## src/rtl/branch_resolve_unit.sv

```systemverilog
// ----------------------------------------------------------------------------
// branch_resolve_unit
//
// Resolves conditional branches in the EX stage and registers the outcome
// into EX/MEM. It also owns the bimodal branch predictor: a table of
// 2^IDX_BITS two-bit saturating counters. The fetch stage reads the table
// through lookupPc, and resolved branches train it.
//
// Optional feature (compile-time macro BRU_BYPASS_EN):
//   Defined   - when a training write and the fetch lookup hit the same
//               entry in one cycle, predTaken forwards the post-update MSB.
//   Undefined - predTaken always reads the stored counter value.
//
// Ports:
//   clk          rising-edge clock
//   rst          asynchronous, active-low reset
//   stall        hold every register and counter (predTaken still live)
//   flush        kill the instruction entering this cycle
//   validIn      EX-stage instruction valid
//   branchOp     compare mode (000 none ... 111 always taken)
//   opA, opB     compare operands
//   pcIn         PC of the branch being resolved
//   offset       two's-complement branch offset
//   predTakenIn  fetch-time prediction carried down the pipe
//   lookupPc     fetch-stage PC used to read the predictor
//   predTaken    combinational prediction for lookupPc
//   validOut     registered valid
//   jmpTrue      registered branch outcome (0 when validOut is 0)
//   result       registered opA - opB
//   redirectPc   registered jmpTrue ? pcIn + offset : pcIn + 1
//   mispredict   registered flush request for a wrong prediction
// ----------------------------------------------------------------------------
module branch_resolve_unit #(
   parameter int WIDTH    = 16,
   parameter int PC_WIDTH = 16,
   parameter int IDX_BITS = 4
) (
   input  logic                clk,
   input  logic                rst,
   input  logic                stall,
   input  logic                flush,
   input  logic                validIn,
   input  logic [2:0]          branchOp,
   input  logic [WIDTH-1:0]    opA,
   input  logic [WIDTH-1:0]    opB,
   input  logic [PC_WIDTH-1:0] pcIn,
   input  logic [PC_WIDTH-1:0] offset,
   input  logic                predTakenIn,
   input  logic [PC_WIDTH-1:0] lookupPc,
   output logic                predTaken,
   output logic                validOut,
   output logic                jmpTrue,
   output logic [WIDTH-1:0]    result,
   output logic [PC_WIDTH-1:0] redirectPc,
   output logic                mispredict
);

   localparam int ENTRIES = 1 << IDX_BITS;

   localparam logic [2:0] OP_NONE = 3'b000;
   localparam logic [2:0] OP_SLT  = 3'b001;
   localparam logic [2:0] OP_SGT  = 3'b010;
   localparam logic [2:0] OP_EQ   = 3'b011;
   localparam logic [2:0] OP_NE   = 3'b100;
   localparam logic [2:0] OP_ULT  = 3'b101;
   localparam logic [2:0] OP_UGE  = 3'b110;
   localparam logic [2:0] OP_ALW  = 3'b111;

   typedef enum logic [1:0] {
      SNT = 2'b00,
      WNT = 2'b01,
      WT  = 2'b10,
      ST  = 2'b11
   } counterState_e;

   counterState_e counterTable [ENTRIES];

   logic                taken;
   logic                acceptBranch;
   logic                trainEn;
   logic [IDX_BITS-1:0] trainIdx;
   logic [IDX_BITS-1:0] lookupIdx;
   counterState_e       currentCount;
   counterState_e       nextCount;
   logic [PC_WIDTH-1:0] targetPc;
   logic [PC_WIDTH-1:0] seqPc;
   logic                unusedLookupBits;

   // The predictor is indexed by the low PC bits only; the upper fetch PC
   // bits are folded here so they are visibly consumed.
   assign unusedLookupBits = ^lookupPc[PC_WIDTH-1:IDX_BITS];

   assign trainIdx  = pcIn[IDX_BITS-1:0];
   assign lookupIdx = lookupPc[IDX_BITS-1:0];
   assign targetPc  = pcIn + offset;
   assign seqPc     = pcIn + PC_WIDTH'(1);

   // An instruction is accepted into EX/MEM only when the pipe moves and it
   // has not been killed; training additionally needs a real branch.
   assign acceptBranch = validIn && !stall && !flush;
   assign trainEn      = acceptBranch && (branchOp != OP_NONE);

   // Branch condition evaluation. Signed modes reinterpret the operands as
   // two's complement; unsigned modes compare raw bit patterns.
   always_comb begin
      taken = 1'b0;
      case (branchOp)
         OP_NONE: taken = 1'b0;
         OP_SLT:  taken = $signed(opA) < $signed(opB);
         OP_SGT:  taken = $signed(opA) > $signed(opB);
         OP_EQ:   taken = (opA == opB);
         OP_NE:   taken = (opA != opB);
         OP_ULT:  taken = (opA < opB);
         OP_UGE:  taken = (opA >= opB);
         OP_ALW:  taken = 1'b1;
         default: taken = 1'b0;
      endcase
   end

   // Next state of the counter being trained. It walks one step toward
   // strongly-taken or strongly-not-taken and sticks at either end.
   always_comb begin
      currentCount = counterTable[trainIdx];
      nextCount    = currentCount;
      if (taken) begin
         case (currentCount)
            SNT:     nextCount = WNT;
            WNT:     nextCount = WT;
            WT:      nextCount = ST;
            ST:      nextCount = ST;
            default: nextCount = WNT;
         endcase
      end else begin
         case (currentCount)
            ST:      nextCount = WT;
            WT:      nextCount = WNT;
            WNT:     nextCount = SNT;
            SNT:     nextCount = SNT;
            default: nextCount = WNT;
         endcase
      end
   end

   // Fetch-side prediction. Without the bypass the stored counter is
   // returned even while that entry is being written this cycle.
   always_comb begin
      predTaken = counterTable[lookupIdx][1];
`ifdef BRU_BYPASS_EN
      if (trainEn && (trainIdx == lookupIdx)) begin
         predTaken = nextCount[1];
      end
`endif
   end

   // Predictor table state. Every entry wakes up weakly-not-taken, and
   // only the entry of an accepted branch is written.
   always_ff @(posedge clk or negedge rst) begin
      if (!rst) begin
         for (int i = 0; i < ENTRIES; i++) begin
            counterTable[i] <= WNT;
         end
      end else if (trainEn) begin
         counterTable[trainIdx] <= nextCount;
      end
   end

   // EX/MEM outcome register. Killed or invalid slots clear the qualified
   // flags; result and redirectPc still load since nobody looks at them
   // without validOut. A stall freezes the whole register.
   always_ff @(posedge clk or negedge rst) begin
      if (!rst) begin
         validOut   <= 1'b0;
         jmpTrue    <= 1'b0;
         mispredict <= 1'b0;
         result     <= '0;
         redirectPc <= '0;
      end else if (!stall) begin
         validOut   <= acceptBranch;
         jmpTrue    <= acceptBranch && taken;
         mispredict <= trainEn && (predTakenIn != taken);
         result     <= opA - opB;
         redirectPc <= taken ? targetPc : seqPc;
      end
   end

endmodule

```

## config.mk

```make
export PLATFORM = sky130hd
export DESIGN_NAME = branch_resolve_unit
export DESIGN_NICKNAME = d
export VERILOG_FILES = /design/src/rtl/branch_resolve_unit.sv
export SDC_FILE = /design/constraint.sdc
export NUM_CORES = 1
export LEC_CHECK = 0
export CORE_AREA = 2 2 100 102
export DETAILED_ROUTE_END_ITERATION = 16
export DIE_AREA = 0 0 102 104
export PLACE_DENSITY = 0.81
export SETUP_SLACK_MARGIN = 0.4
export SLEW_MARGIN = 20
export SYNTH_ARGS = -nofsm -noshare
export SYNTH_HDL_FRONTEND = slang
export SYNTH_SLANG_ARGS = --single-unit
```

## constraint.sdc

```tcl
create_clock -name clk -period 3.4 [get_ports clk]
set_input_delay 0.68 -clock clk [delete_from_list [all_inputs] [get_ports clk]]
set_output_delay 0.68 -clock clk [all_outputs]
set_load 0.005 [all_outputs]
```

# == Word-level counts from Yosys, hierarchy flattened ==
# Cells that the tools add are included.
# word_totals
regBits,67
# op_classes
n_addsub,3
magnitude_cmp,7
eq_ne,13
mux,14
bitwise,2
reduce_logical,13
# ops
op,n
bitwise mux 32 bit,1
less-than comparator 16 bit,2
"adder 16 x 1 -> 16 bit, second input constant",1
adder 16 bit,1
binary-select mux 2 bit (select 4 bit),2
equality test 16 bit,1
>= comparator 16 bit,1
> comparator 16 bit,1
two-way mux 16 bit,1
inequality test 16 bit,1
subtractor 16 bit,1
"equality test 3 bit, second input constant",4
two-way mux 2 bit,6
case mux 2 bit (3 select lines),2
">= comparator 5 bit, second input constant",2
NOT 4 -> 5 bit,2
demux 2 bit (select 4 bit),1
case mux 1 bit (8 select lines),1
"equality test 3 x 2 -> 1 bit, second input constant",2
logical AND 1 bit,6
"less-than comparator 5 x 1 -> 1 bit, second input constant",1
"equality test 2 bit, second input constant",2
OR reduction 2 bit,2
"equality test 3 x 1 -> 1 bit, second input constant",1
other kinds (6),7

# == Depth between registers and ports, before layout ==
# Gate-level depths: netlist of the first run.
# logic_depth
ltp_word,9
ltp_mapped,23

# == Least setup slack after synthesis of the first run ==
# OpenSTA, ideal clock, no wires.
# synth_path
kind,input port to flip-flop
start,in opB[13]
end,reg redirectPc[14]
t_arrival_ns,5.063
required_ns,3.280
setup_slack_ns,-1.784
cell_stages,22
path_buffers,2
cell_sequence,inv_1 > ha_1 > buf_6 > a21o_1 > a311o_1 > a221oi_1 > nand3_1 > a31oi_1 > a21oi_2 > a211oi_4 > clkbuf_1 > nand2_1 > fa_1 > nor2b_1 > o21ai_0 > a21oi_1 > o21ai_0 > a21oi_1 > a41oi_1 > a2111oi_0 > o21ai_0 > a31o_2
# synth_via
elab_chain_cells,3
# synth_lines
item,line_no,source
from (decl),45,"input logic [WIDTH-1:0] opB,"
">= comparator 16 bit, or another cell as far along",114,OP_UGE: taken = (opA >= opB);
case mux 1 bit (8 select lines) *,107,case (branchOp)
two-way mux 16 bit *,182,redirectPc <= taken ? targetPc : seqPc;
to (signal assigned),182,
to (decl),54,"output logic [PC_WIDTH-1:0] redirectPc,"
# Mark *: on every way between the ends. The rest lies on a longest branch, timed or not.
# A chain may end at the register's enable or synchronous reset.

# == Final worst setup path of the first run ==
# layout_path
start,in opB[9]
end,reg redirectPc[15]
# The elaborated chain is that of the path after synthesis.

==> results by group, run 1 <==
Status
  – Status: finished, violations left
  – Failing checks: setup timing

Worst setup path
  – Critical path capture point type: register
  – CP required: 3.66 ns
  – CP Launch Type: input pin
  – CP Class: in2reg
  – Worst Path Max Fanout: 7
  – Critical Path AT: 5.07 ns
  – R2r worst-path depth: 4

Yosys
  – Syn nets: 591
  – Post-synth ARST share: 1.000
  – Post-synth top area share: 0.2705
  – Flops & latches, synth: 67
  – Syn Area/Cell: 10.06 sq um
  – Synth Warn #: 0
  – Mapped Cells: 469
  – Synth area leaders: dfrtp_1, dfstp_2, mux2_2
  – Synth Cell Area: 0.004718 sq mm
  – Register area share after synthesis: 0.3596
  – Synth cell types: 59
  – Post-synth top area cell: dfrtp_1
  – Synth Flop Type: dfrtp_1
  – EDFF count, synth: 0

Power
  – PD cells: 400.8 mW/mm^2
  – Worst IR Drop VDD: 307.6 uV
  – Pleak: 3.451 nW
  – Total power draw: 3.116 mW

STA
  – Clock skew: 0.008877 ns
  – Slew @ Worst Pin: 0.6615 ns
  – RSZ-0062 raised after global routing: true
  – Slew Viols, Final: 0
  – Fin Setup TNS: -25.85 ns
  – Slew headroom: 0.5590
  – Shortest period the worst path allows: 4.818 ns
  – Fmax: 207.5 MHz
  – Final setup vio count: 49
  – Final hold slack: 0.3071 ns
  – Fin crit share: 1.417
  – Final setup margin: -1.418 ns
  – Final hold vios: 0

GRT
  – Initial antenna violation count: 0
  – GRT Total Usage: 0.3378
  – Global-route wire length before repair: 27.68 mm
  – Largest net degree at the start of global routing: 66
  – Overflow after GRT: 0
  – Vias in the first global route: 5456

Final layout
  – Most frequent cells in the layout: buf_4, clkdlybuf4s50_1, dfrtp_1
  – Final cell count without fillers: 841
  – Fill cells: 489
  – Share of cells above drive strength 1: 0.4647
  – Most common cell after layout, fill and taps aside: buf_4
  – Post-route design area: 0.007775 sq mm
  – Synthesis-to-layout area growth: 64.78%
  – Post-layout nets: 825
  – # diodes: 0
  – Fin util: 0.8142

Clocking
  – CTS H-tree lvls: 3
  – Clk buf depth: 2
  – Cts bufs inserted: 9
  – # hold bufs at CTS: 0
  – Sink Count: 67
  – CTS root buf: clkbuf_8
  – Worst-Skew Late Latency: 0.37 ns
  – CTS tree: done
  – Clk slew on worst S/H paths: 0.08 ns

Job
  – Max_cap viols: 0

Place
  – DP Wirelength: 10.17 mm
  – Global placement routability congestion: 0.8900
  – Port bufs: 112
  – Placed Cells: 783
  – Placed cell areas: 0.006656 sq mm
  – Pre-CTS setup slack: -2.211 ns

Detailed routing
  – Antenna Violating Nets Remaining: 0
  – DR pass1 iterations: 5
  – Wire length per cell: 22.00 um
  – Drt total wl: 18.50 mm
  – Number of remaining DRC errors: 0
  – Drt via density: 6.086
  – Vias post-DR: 5118
  – DR iter-0 viols: 463

Floorplan
  – Chip height: 104 um
  – Area of the die: 0.01061 sq mm
  – Die W: 102 um
  – IO Pins: 125
  – CORE AREA: 0.009549 sq mm
  – Starting Density: 0.4941
  – # rows: 36

Worst hold path
  – Hold Crit Class: in2async
cells by family after synthesis:
logic type               Yosys count  synth area share
AND/OR/NAND/NOR                  136            0.1461
AO/OA/AOI/OAI                    109            0.1575
flip-flops                        67            0.3596
buffers and inverters             53           0.04773
multiplexers                      51            0.1573
adder cells (fa/ha/maj)           35           0.09546
XOR/XNOR                          18           0.03633
cells in the mapped netlist (4+ instances only):
| master | n |
|---|---|
| nor2b_1 | 8 |
| xor2_1 | 5 |
| nand3_1 | 11 |
| mux2_2 | 35 |
| or3_1 | 4 |
| nand2b_1 | 4 |
| a21o_1 | 9 |
| a21oi_1 | 18 |
| o31ai_1 | 5 |
| a211o_1 | 5 |
| inv_1 | 35 |
| nor2_1 | 14 |
| mux4_2 | 15 |
| a211oi_1 | 4 |
| ha_1 | 31 |
| dfrtp_1 | 51 |
| nand2_1 | 47 |
| and2_1 | 15 |
| o211ai_1 | 5 |
| o21ai_0 | 35 |
| o31a_1 | 4 |
| and3_1 | 5 |
| xnor2_1 | 12 |
| dfstp_2 | 16 |
| clkbuf_1 | 8 |
| nor3_1 | 12 |
state kept, by name (all words and copies together), names as in the netlist:
name          cells
counterTable     32
redirectPc       16
result           16
jmpTrue           1
mispredict        1
validOut          1
report_power, final:
group / switching (mW) / total, mW / internal, mW
clock network: 0.368 / 0.676 / 0.308
logic: 0.619 / 1.40 / 0.785
registers: 0.0857 / 1.04 / 0.951
total: 1.07 / 3.12 / 2.04
final timing paths:
kind | startpoint | to | slack (ns)
max | opB[9] | redirectPc[15] | -1.42
min | rst | redirectPc[13] | 0.31
max reg2reg | counterTable[3] | counterTable[27] | 1.07
min reg2reg | result[1] | result[1] | 0.49
max in group asynchronous | rst | redirectPc[10] | 2.44
min in group clk | result[1] | result[1] | 0.49
routing by layer:
| layer | routed length, um | GRT usage | part of all wire |
|---|---|---|---|
| met4 | 1329 | 0.1886 | 0.072 |
| met1 | 6468 | 0.3797 | 0.35 |
| met3 | 1427 | 0.07392 | 0.077 |
| met5 | 0 | 0 | 0 |
| met2 | 9273 | 0.5818 | 0.50 |
critical path, stage by stage:
cell and delay, ns:
buf_6 0.10, inv_4 0.05, ha_4 0.19, a21o_1 0.19, a311o_1 0.36, buf_4 0.16, a221oi_4 0.24, nand3_1 0.17
a31oi_2 0.30, a21oi_4 0.10, a211oi_4 0.25, buf_6 0.18, and2_4 0.14, ha_2 0.27, o21a_1 0.12, o21a_1 0.18
o2bb2ai_2 0.20, o21ai_2 0.10, o211ai_1 0.18, o211ai_1 0.19, o211ai_1 0.16, xnor3_1 0.27, mux2_4 0.28
cell type report:
type / count / area, sq um / area share
timing repair buffer: 238 / 2095 / 0.2694
multi-input combinational: 351 / 3473 / 0.4467
sequential: 67 / 1697 / 0.2182
clock buffer: 11 / 151.4 / 0.01947
tap: 133 / 166.4 / 0.02140
clock inverter: 5 / 35.03 / 0.004506
inverter: 36 / 157.7 / 0.02028
repair_timing:
action / in CTS / in global routing
pin swaps: 56 / 40
cloned: 2 / 0
buffers inserted: 34 / 6
endpoints found under the setup margin: 57 / 56
resized for setup: 191 / 54
(Power assumes the default switching activity.)
==> inputs of run 2 (changes only) <==
--- a/config.mk
+++ b/config.mk
@@ -8,6 +8,9 @@
 export CORE_AREA = 2 2 100 102
 export DETAILED_ROUTE_END_ITERATION = 16
 export DIE_AREA = 0 0 102 104
+export GPL_ROUTABILITY_DRIVEN = 0
+export GPL_TIMING_DRIVEN = 0
+export MAX_ROUTING_LAYER = met4
 export PLACE_DENSITY = 0.81
 export SETUP_SLACK_MARGIN = 0.4
 export SLEW_MARGIN = 20
==> run 2 against run 1 <==
  * The flow still finishes with violations (setup timing)
  * Cell area decreased by 4.7%
  * Combinational power decreased by 9%
  * Utilization decreased by 3.9 points
  * Highest routed layer unchanged
==> results by group, run 2 (same netlist as run 1, synthesis figures left out) <==
Detailed routing
  – DR iter-0 viols: 310 (was 463)
  – Number of remaining DRC errors: 0 (unchanged)
  – Wire length per cell: 19.38 um (was 22.00 um)
  – Antenna Violating Nets Remaining: 0 (unchanged)
  – Vias post-DR: 4676 (was 5118)
  – DR pass1 iterations: 5 (unchanged)
  – Drt total wl: 15.37 mm (was 18.50 mm)
  – Drt via density: 5.897 (was 6.086)

Final layout
  – Area occupied by multi-input gates: 0.003422 sq mm (was 0.003473 sq mm)
  – Final cell count without fillers: 793 (was 841)
  – Fill cells: 553 (was 489)
  – Post-layout nets: 777 (was 825)
  – Synthesis-to-layout area growth: 56.96% (was 64.78%)
  – Seq. cell area: 0.001697 sq mm (unchanged)
  – Share of cells above drive strength 1: 0.3879 (was 0.4647)
  – Max reg flops: 32 (unchanged)
  – Regs by FF count: counterTable (32), redirectPc (16), result (16) (unchanged)
  – Most frequent cells in the layout: clkdlybuf4s50_1, dfrtp_1, nand2_1, buf_4, buf_6 (was buf_4, clkdlybuf4s50_1, dfrtp_1)
  – Most common cell after layout, fill and taps aside: clkdlybuf4s50_1 (was buf_4)
  – Largest Register: counterTable (unchanged)
  – # diodes: 0 (unchanged)

Clocking
  – CTS tree: done (unchanged)
  – Worst-Skew Late Latency: 0.37 ns (about the same)
  – # hold bufs at CTS: 0 (unchanged)
  – Cts bufs inserted: 9 (unchanged)
  – Clk slew on worst S/H paths: 0.08 ns (about the same)
  – Sink Count: 67 (unchanged)
  – CTS root buf: clkbuf_8 (unchanged)
  – Clk buf depth: 2 (unchanged)
  – CTS H-tree lvls: 3 (unchanged)

Power
  – Total power draw: 3.014 mW (was 3.116 mW)
  – PD cells: 407.0 mW/mm^2 (was 400.8 mW/mm^2)
  – Pleak: 3.206 nW (was 3.451 nW)
  – Worst IR Drop VDD: 220.4 uV (was 307.6 uV)

Place
  – DP Wirelength: 9.492 mm (was 10.17 mm)
  – Placed Cells: 714 (was 783)
  – Port bufs: 111 (was 112)

Worst setup path
  – Critical Path AT: 5.04 ns (was 5.07 ns)
  – CP Class: in2reg (unchanged)
  – CP Launch Type: input pin (unchanged)
  – Critical path capture point type: register (unchanged)
  – Worst Path Max Fanout: 5 (was 7)
  – CP required: 3.65 ns (was 3.66 ns)

STA
  – Shortest period the worst path allows: 4.790 ns (was 4.818 ns)
  – Slew Viols, Final: 0 (unchanged)
  – Slew @ Worst Pin: 0.8450 ns (was 0.6615 ns)
  – Final setup margin: -1.390 ns (was -1.418 ns)
  – Slew headroom: 0.4221 (was 0.5590)
  – Final hold vios: 0 (unchanged)
  – Final setup vio count: 40 (was 49)
  – Clock skew: 0.01455 ns (was 0.008877 ns)
  – Fin Setup TNS: -16.55 ns (was -25.85 ns)
  – Fmax: 208.8 MHz (was 207.5 MHz)
  – Fin crit share: 1.409 (was 1.417)
  – RSZ-0062 raised after global routing: true (unchanged)

Floorplan
  – Area of the die: 0.01061 sq mm (unchanged)
  – Starting Density: 0.4941 (unchanged)
  – IO Pins: 125 (unchanged)
  – # rows: 36 (unchanged)
  – CORE AREA: 0.009549 sq mm (unchanged)
  – Chip height: 104 um (unchanged)
  – Die W: 102 um (unchanged)

Worst hold path
  – Hold Crit Class: in2async (unchanged)

Job
  – Max_cap viols: 0 (unchanged)

GRT
  – Global-route wire length before repair: 22.60 mm (was 27.68 mm)
  – Initial antenna violation count: 0 (unchanged)
  – Overflow after GRT: 0 (unchanged)
  – GRT Total Usage: 0.2786 (was 0.3378)
  – Vias in the first global route: 4688 (was 5456)
  – Largest net degree at the start of global routing: 45 (was 66)

Status
  – Failing checks: setup timing (unchanged)
  – Status: finished, violations left (unchanged)
==> run 2: cell types whose count changed in the layout (fill, tap and decap cells not counted), moves of 4 or more <==
| cell | change |
|---|---|
| a21oi_1 | +4 |
| buf_4 | -58 |
| buf_2 | -7 |
| clkbuf_1 | +9 |
| dlygate4sd2_1 | +7 |
| a21oi_2 | -4 |
| inv_2 | +5 |
| o21ai_0 | +4 |
==> run 2: per-stage QoR <==
stage               utilization  area, sq um  worst slack (ns)  hold WS (ns)
floorplan                     -         4840            -1.415        0.3844
global placement         0.6406         6117            -2.520        0.4645
detailed placement       0.6424         6135            -2.623        0.4775
CTS                      0.7360         7028            -1.176        0.2095
global route             0.7756         7406            -1.521        0.2261
finish                   0.7756         7406            -1.390        0.2031
==> run 2: worst max-delay path: stages <==
cell	delay, ns
dlygate4sd2_1	0.22
inv_2	0.05
ha_4	0.26
and4_1	0.21
or4bb_4	0.56
nand3_2	0.08
o21ai_1	0.07
a31oi_1	0.19
a21oi_2	0.10
a211oi_4	0.36
buf_4	0.18
buf_6	0.11
and2_4	0.14
ha_4	0.21
nor2b_4	0.13
o21ai_2	0.17
a21oi_2	0.09
o21ai_2	0.19
a21oi_2	0.10
a41oi_2	0.23
a2111oi_4	0.12
or3_1	0.34
a31o_2	0.25
==> run 2: worst paths after layout <==
kind | to | slack (ns) | startpoint | cells after the start
min reg2reg | redirectPc[9] | 0.50 | redirectPc[9] | 2
min | counterTable[3] | 0.20 | rst | 1
max | redirectPc[14] | -1.39 | opB[3] | 23
max reg2reg | counterTable[27] | 1.06 | counterTable[9] | 5
min in group clk | redirectPc[9] | 0.50 | redirectPc[9] | 2
max in group asynchronous | counterTable[16] | 2.58 | rst | 2
==> run 2: power by group <==
| group | internal (mW) | switching, mW |
|---|---|---|
| sequential | 0.951 | 0.0851 |
| combinational | 0.733 | 0.547 |
| clock | 0.382 | 0.315 |
==> run 2: final cells by class <==
class | count | share of cell area
Clock inverter | 3 | 0.006420
Multi-Input combinational cell | 349 | 0.4621
Buffer | 17 | 0.01436
Inverter | 36 | 0.02061
Timing Repair Buffer | 175 | 0.2235
Clock buffer | 13 | 0.02146
Sequential cell | 67 | 0.2291
Tap cell | 133 | 0.02247
==> run 2: per-layer routing <==
metal	part of all wire	vias up	track usage
met4	0.041	0	0.1286
met2	0.52	242	0.4568
met3	0.056	65	0.04167
li1	-	2085	-
met1	0.39	2284	0.3361
met5	0	-	-
==> run 2: timing repair <==
action,CTS,global route
resized for setup,153,64
setup buffers,46,15
endpoints found under the setup margin,55,54
pin swaps,61,29
cloned,2,0
